[src/rtl/rgb_to_ycbcr_stage.sv]
// rgb_to_ycbcr_stage: full-range BT.601 RGB to serialized Y/Cb/Cr stream.
// Input capture, Q8 product stage, sum/clamp stage, 3-state serializer.
module rgb_to_ycbcr_stage (
    input  logic       clk,
    input  logic       rst_n,
    input  logic       valid_i,
    output logic       ready_o,
    input  logic [7:0] r_i,
    input  logic [7:0] g_i,
    input  logic [7:0] b_i,
    output logic       valid_o,
    output logic [1:0] state_o,
    output logic [7:0] data_o
);

    typedef enum logic [1:0] {
        IDLE,
        EMIT_Y,
        EMIT_CB,
        EMIT_CR
    } state_t;

    logic [1:0] issue_cnt;
    logic       accept;

    assign ready_o = (issue_cnt == 2'd0) && rst_n;
    assign accept  = valid_i && ready_o;

    always_ff @(posedge clk) begin
        if (!rst_n)
            issue_cnt <= 2'd0;
        else if (accept)
            issue_cnt <= 2'd2;
        else if (issue_cnt != 2'd0)
            issue_cnt <= issue_cnt - 2'd1;
    end

    logic       in_valid;
    logic [7:0] r, g, b;

    always_ff @(posedge clk) begin
        if (!rst_n)
            in_valid <= 1'b0;
        else
            in_valid <= accept;
    end

    always_ff @(posedge clk) begin
        if (accept) begin
            r <= r_i;
            g <= g_i;
            b <= b_i;
        end
    end

    logic signed [19:0] rs, gs, bs;
    logic signed [19:0] yr, yg, yb;
    logic signed [19:0] cbr, cbg, cbb;
    logic signed [19:0] crr, crg, crb;
    logic               s1_valid;

    assign rs = {12'd0, r};
    assign gs = {12'd0, g};
    assign bs = {12'd0, b};

    always_ff @(posedge clk) begin
        if (!rst_n)
            s1_valid <= 1'b0;
        else
            s1_valid <= in_valid;
    end

    // Magnitudes only; signs are applied in the summing stage.
    always_ff @(posedge clk) begin
        if (in_valid) begin
            yr  <= rs * 20'sd77;
            yg  <= gs * 20'sd150;
            yb  <= bs * 20'sd29;
            cbr <= rs * 20'sd43;
            cbg <= gs * 20'sd85;
            cbb <= bs * 20'sd128;
            crr <= rs * 20'sd128;
            crg <= gs * 20'sd107;
            crb <= bs * 20'sd21;
        end
    end

    function automatic logic [7:0] clamp(input logic signed [19:0] v);
        if (v < 20'sd0)
            return 8'd0;
        if (v > 20'sd255)
            return 8'hff;
        return v[7:0];
    endfunction

    logic signed [19:0] y_sum, cb_sum, cr_sum;
    logic [7:0]         y_n, cb_n, cr_n;

    assign y_sum  = yr + yg + yb + 20'sd128;
    assign cb_sum = cbb - cbr - cbg + 20'sd128;
    assign cr_sum = crr - crg - crb + 20'sd128;

    assign y_n  = clamp(y_sum >>> 8);
    assign cb_n = clamp((cb_sum >>> 8) + 20'sd128);
    assign cr_n = clamp((cr_sum >>> 8) + 20'sd128);

    logic [7:0] cb_h, cr_h;

    always_ff @(posedge clk) begin
        if (s1_valid) begin
            cb_h <= cb_n;
            cr_h <= cr_n;
        end
    end

    state_t     state, state_n;
    logic       valid_n;
    logic [1:0] index_n;
    logic [7:0] data_n;

    always_ff @(posedge clk) begin
        if (!rst_n)
            state <= IDLE;
        else
            state <= state_n;
    end

    always_comb begin
        state_n = IDLE;
        valid_n = 1'b0;
        index_n = 2'd0;
        data_n  = 8'd0;
        if (s1_valid) begin
            state_n = EMIT_Y;
        end else begin
            unique case (state)
                IDLE:    state_n = IDLE;
                EMIT_Y:  state_n = EMIT_CB;
                EMIT_CB: state_n = EMIT_CR;
                EMIT_CR: state_n = IDLE;
            endcase
        end
        unique case (1'b1)
            state_n == EMIT_Y: begin
                valid_n = 1'b1;
                index_n = 2'd0;
                data_n  = y_n;
            end
            state_n == EMIT_CB: begin
                valid_n = 1'b1;
                index_n = 2'd1;
                data_n  = cb_h;
            end
            state_n == EMIT_CR: begin
                valid_n = 1'b1;
                index_n = 2'd2;
                data_n  = cr_h;
            end
            default: ;
        endcase
    end

    always_ff @(posedge clk) begin
        if (!rst_n) begin
            valid_o <= 1'b0;
            state_o <= 2'd0;
            data_o  <= 8'd0;
        end else begin
            valid_o <= valid_n;
            state_o <= index_n;
            data_o  <= data_n;
        end
    end

endmodule

[config.mk]
export PLATFORM = sky130hd
export DESIGN_NAME = rgb_to_ycbcr_stage
export DESIGN_NICKNAME = d
export VERILOG_FILES = /design/src/rtl/rgb_to_ycbcr_stage.sv
export SDC_FILE = /design/constraint.sdc
export NUM_CORES = 1
export LEC_CHECK = 0
export CORE_UTILIZATION = 37
export CTS_BUF_LIST = sky130_fd_sc_hd__clkbuf_8 sky130_fd_sc_hd__clkbuf_16
export DETAILED_ROUTE_END_ITERATION = 6
export DONT_BUFFER_PORTS = 1
export PLACE_DENSITY = 0.62
export SLEW_MARGIN = 20
export SYNTH_ARGS = -nofsm -noshare
export SYNTH_HDL_FRONTEND = slang
export SYNTH_SLANG_ARGS = --single-unit
[constraint.sdc]
create_clock -name clk -period 6 [get_ports clk]
set_clock_uncertainty 0.1 [all_clocks]
set_input_delay 1.2 -clock clk [delete_from_list [all_inputs] [get_ports clk]]
set_output_delay 1.2 -clock clk [all_outputs]
set_load 0.005 [all_outputs]
Word-level counts from Yosys, hierarchy flattened --
Cells that the tools add are included.
Word-level totals: word-level logic and storage cells 91, flip-flop bits (word level) 212, output and inout bits 12, input bits 27
Cells by class: $mul 7, bitwise gates (word level) 1, equal/unequal tests 6, add/sub/neg operators 12, reductions and logical operators 9, multiplexer cells 28, $lt $le $gt $ge 6
Operator list (number):
- 2-to-1 mux 8 bit | 12
- adder 20 x 9 -> 20 bit, second input constant | 3
- multiplier 8 x 7 -> 15 bit, second input constant | 4
- adder 20 bit | 2
- subtractor 16 x 20 -> 20 bit | 2
- subtractor 20 bit | 2
- adder 12 x 9 -> 13 bit, second input constant | 2
- > comparator 13 x 9 -> 1 bit, second input constant | 2
- less-than comparator 13 x 1 -> 1 bit, second input constant | 2
- multiplier 8 x 5 -> 13 bit, second input constant | 2
- case mux 8 bit (3 select lines) | 1
- multiplier 8 x 6 -> 14 bit, second input constant | 1
- > comparator 12 x 9 -> 1 bit, second input constant | 1
- less-than comparator 12 x 1 -> 1 bit, second input constant | 1
- 2-to-1 mux 1 bit | 10
- == test 2 bit, second input constant | 4
- 2-to-1 mux 2 bit | 3
- case mux 2 bit (3 select lines) | 1
- == test 2 x 1 -> 1 bit, second input constant | 2
- zero test 2 bit | 2
- case mux 2 bit (2 select lines) | 1
- nonzero test 2 bit | 2
- OR reduction 2 bit | 2
- OR reduction 3 bit | 1
- 3 further kinds | 4

Depth between registers and ports, before layout --
depth in word-level cells 9, mapped depth 18, mapped depth without buffers 18

Worst setup path before layout --
Ideal clock, no wire load.
path type register -> register, start point reg g[3], end point reg cbg[13] (data pin), setup slack 1.841 ns, data arrival time 3.901 ns, cell stages (with the launch flop) 16, clock period less this slack 4.159 ns, cell sequence edfxtp_1 > ha_1 > inv_1 > fa_1 > inv_1 > ha_1 > inv_1 > fa_1 > inv_1 > ha_1 > a21boi_0 > o21ai_0 > a21boi_0 > o21ai_0 > or4b_2 > o211ai_1
Between the ends: longest elaborated chain between the ends 1
Ends and longest elaborated chain:
- from (decl) | line 39 | logic [7:0] r, g, b;
- from (signal assigned) | line 51 | g <= g_i;
- multiplier 8 x 7 -> 15 bit | line 80 | cbg <= gs * 20'sd85;
- to (signal assigned) | line 80
- to (decl) | line 58 | logic signed [19:0] cbr, cbg, cbb;
No other way between the ends. A chain may end at the register's enable or synchronous reset.

Worst setup path after layout --
start point reg crg[7], end point reg cr_h[7] (data pin)
Between the ends: longest elaborated chain between the ends 9, elaborated cells between the ends (all ways) 12, classes of those cells add/sub (4); order compare (2); mux (6)
Ends and longest elaborated chain:
- from (decl) | line 59 | logic signed [19:0] crr, crg, crb;
- from (signal assigned) | line 83 | crg <= gs * 20'sd107;
- subtractor 16 x 20 -> 20 bit (*) | line 101 | assign cr_sum = crr - crg - crb + 20'sd128;
- subtractor 20 bit (*) | line 101
- adder 20 x 9 -> 20 bit (*) | line 101
- adder 12 x 9 -> 13 bit (*) | line 105 | assign cr_n = clamp((cr_sum >>> 8) + 20'sd128);
- > comparator 13 x 9 -> 1 bit | line 91 | if (v > 20'sd255)
- 2-to-1 mux 1 bit (2 in a row) | line 91
- 2-to-1 mux 8 bit | line 93 | return v[7:0];
- 2-to-1 mux 8 bit (*) | line 91
- to (signal assigned) | line 112 | cr_h <= cr_n;
- to (decl) | line 107 | logic [7:0] cb_h, cr_h;
Mark *: on every way between the ends. The rest lies on a longest branch, timed or not. The select of a mux whose other input is x is not followed.

==> flow_metrics.env <==
export IMPL_crit_fanout=3
export IMPL_netlist_top_cells_area="edfxtp_1 30%, ha_1 27%, fa_1 12%"
export IMPL_insertion_delay_ns=0.45
export IMPL_met2_usage_pct=25.3
export IMPL_drc_errors=0
export IMPL_status="complete, no violations"
export IMPL_ff2ff_setup_slack_ns=1.59
export IMPL_synth_edf_count=142
export IMPL_critPathKind="flip-flop to flip-flop"
export IMPL_vias_per_cell=4.77
export IMPL_synthXorXnorAreaFrac_pct=5.22
export IMPL_setup_viol=0
export IMPL_start_util_pct=37.5
export IMPL_final_period_utilization_pct=73.5
export IMPL_dp_cells=1783
export IMPL_min_period_ns=4.41
export IMPL_die_area_mm2=0.0388
export IMPL_track_usage_pct=15.3
export IMPL_antenna_cells=0
export IMPL_rows=71
export IMPL_synthCells=1273
export IMPL_htreeDepth=4
export IMPL_synthSimpleGateAreaFrac_pct=6.28
export IMPL_drt_wl_total_um=27800
export IMPL_synth_distinct_cells=68
export IMPL_cts_path_max_buffers=2
export IMPL_drv_slew=0
export IMPL_die_h_um=197
export IMPL_synth_seq_cells=159
export IMPL_worst_pin_slew_ns=1.03
export IMPL_layout_common_cells="304 x ha_1, 276 x inv_1, 142 x edfxtp_1"
export IMPL_synthArstFlopShare_pct=0
export IMPL_cp_required_ns=6.20
export IMPL_synth_top_area_cell="edfxtp_1"
export IMPL_powerDensity_mw_per_mm2=316
export IMPL_timing_fmax_mhz=227
export IMPL_rsz0062_at_grt="no"
export IMPL_cts_clk_slew_worst_paths_ns=0.07
export IMPL_cts_tree="yes"
export IMPL_coreArea_mm2=0.0376
export IMPL_synth_compound_area_share_pct=8.88
export IMPL_die_w_um=197
export IMPL_ff2ff_path_depth=17
export IMPL_fill_cells=3613
export IMPL_fin_cells=1815
export IMPL_first_global_vias=8740
export IMPL_finalWeightedCongestion=0.878
export IMPL_grt_ovfl_total=0
export IMPL_synth_top_area_share_pct=30.3
export IMPL_ios=39
export IMPL_worstHoldPathType="flip-flop to flip-flop"
export IMPL_synth_net_count=1686
export IMPL_drv_cap=0
export IMPL_layout_commonest_cell="ha_1"
export IMPL_root_buffer="clkbuf_16"
export IMPL_drtAntennaViolNets=0
export IMPL_area_growth_pct=8.47
export IMPL_nets=1704
export IMPL_met3_usage_pct=3.18
export IMPL_hold_viol_final=0
export IMPL_syn_area_mm2=0.0141
export IMPL_met1_usage_pct=19.9
export IMPL_ys_seq_area_share_pct=32.7
export IMPL_critPathLaunchType="flip-flop"
export IMPL_vdd_ir_drop_max_uv=235
export IMPL_p_leak_nw=7.28
export IMPL_grt_start_max_net_pins=79
export IMPL_dp_hpwl_um=22700
export IMPL_crit_path_end_kind="flip-flop"
export IMPL_avgSynthCellArea_um2=11.1
export IMPL_ys_warnings_count=0
export IMPL_drive_gt1_share_pct=4.52
export IMPL_cts_buffers=17
export IMPL_finalSetupTns_ns=0
export IMPL_synth_top_family_by_area="adder cells"
export IMPL_crit_arrival_ns=4.61
export IMPL_antenna_found_initial=0
export IMPL_grt_busiest_layer="met2"
export IMPL_synthMuxAreaShare_pct=0.818
export IMPL_drt_iter0_drc=368
export IMPL_hold_depth=2
export IMPL_vias=8663
export IMPL_post_cts_resized=0
export IMPL_power_mw=4.83
export IMPL_drt_pass1_iterations=5
export IMPL_cts_sinks=159
export IMPL_grt_pass1_wl_um=45000
export IMPL_max_slew_margin_rel_pct=31.4
export IMPL_post_drt_wl_per_cell_um=15.3
export IMPL_numPortBuffers=0
export IMPL_ys_flop_type="edfxtp_1"
export IMPL_post_cts_buffers=0
export IMPL_cts_hold_buf=0
export IMPL_synth_fa_ha_area_share_pct=38.7
synthesized netlist by cell type (2+ instances only):
master	n
a211oi_1	3
nand4_1	2
dfxtp_1	17
and2_1	7
o22ai_1	5
nand3_1	12
ha_1	304
a221o_1	2
o311ai_0	2
mux2_2	4
xnor2_1	57
or3_1	4
xor2_1	25
nor2b_1	9
nor4b_1	3
or4_1	3
mux2i_1	7
fa_1	82
nor4_1	8
a2111oi_0	2
o41ai_1	2
nand4bb_1	2
inv_1	275
a31oi_1	7
or2_2	4
o21ai_1	2
nand2_1	31
nand2b_1	3
o21bai_1	21
o21ai_0	22
a21boi_0	5
o21a_1	8
o211ai_1	5
nor2_1	44
a21oi_1	66
and3_1	8
o31ai_1	2
a21o_1	16
edfxtp_1	142
nor3_1	22
cells by family after synthesis:
family / Yosys count
adders and majority gates: 386
buffers and inverters: 278
AOI/OAI and AO/OA: 185
and+or+nand+nor: 171
DFF: 159
muxes: 11
xor gates and xnor gates: 83
routing by layer:
metal  up-vias  share of wire [%]
li1       4416                  -
met4         0                2.3
met2       121                 48
met1      4094                 47
met5         -                  0
met3        32                2.9
power by group:
| group | internal, mW | switching [mW] |
|---|---|---|
| sequential | 1.42 | 0.0859 |
| combinational | 0.995 | 1.28 |
| clock | 0.544 | 0.504 |
sequential cells by signal, indices dropped and copies added (netlist names), 2 cells and up:
name,flops
g,8
state_o,2
data_o,8
crg,15
cbb,8
crb,11
yr,13
cb_h,8
issue_cnt,2
cbg,14
r,8
yg,10
cbr,13
yb,10
b,8
crr,8
cr_h,8
state,2
final cells by class:
type	count	area, um2	share of cell area (%)
multi-input combinational	836	8430	55.2
sequential	159	4610	30.2
inverter	276	1040	6.78
tap	511	639	4.19
clock buffer	17	425	2.79
clock inverter	15	124	0.811
timing repair buffer	1	7.51	0.0492
worst paths after layout:
path / start / to
min reg2reg: issue_cnt[1]$_SDFFE_PN0P_ / issue_cnt[1]$_SDFFE_PN0P_
max reg2reg: crg[7]$_DFFE_PP_ / cr_h[7]$_SDFFCE_PN0P_
max: crg[7]$_DFFE_PP_ / cr_h[7]$_SDFFCE_PN0P_
min: issue_cnt[1]$_SDFFE_PN0P_ / issue_cnt[1]$_SDFFE_PN0P_
metrics by stage:
stage | instance area, um2 | worst slack (ns) | hold WS (ns) | utilization, %
5_1_grt | 15300 | 1.28 | 0.427 | 40.6
2_1_floorplan | 14100 | 1.84 | 0.366 | -
6_report | 15300 | 1.59 | 0.393 | 40.6
3_3_place_gp | 14700 | 1.62 | 0.373 | 39.2
4_1_cts | 15300 | 1.57 | 0.397 | 40.6
3_5_place_dp | 14700 | 1.57 | 0.387 | 39.2
critical path: stages (launching register included):
cell and delay [ns]:
edfxtp_1 0.37, ha_1 0.29, inv_1 0.07, fa_1 0.42, ha_1 0.32, a21oi_1 0.26, a21oi_2 0.12, a221oi_4 0.36
nor3b_2 0.10, or2_1 0.27, a21oi_1 0.22, xnor2_1 0.14, inv_1 0.08, ha_1 0.14, nand2_1 0.05, or4_1 0.40
or4_1 0.40, a31oi_1 0.16
(Power assumes the default switching activity.)
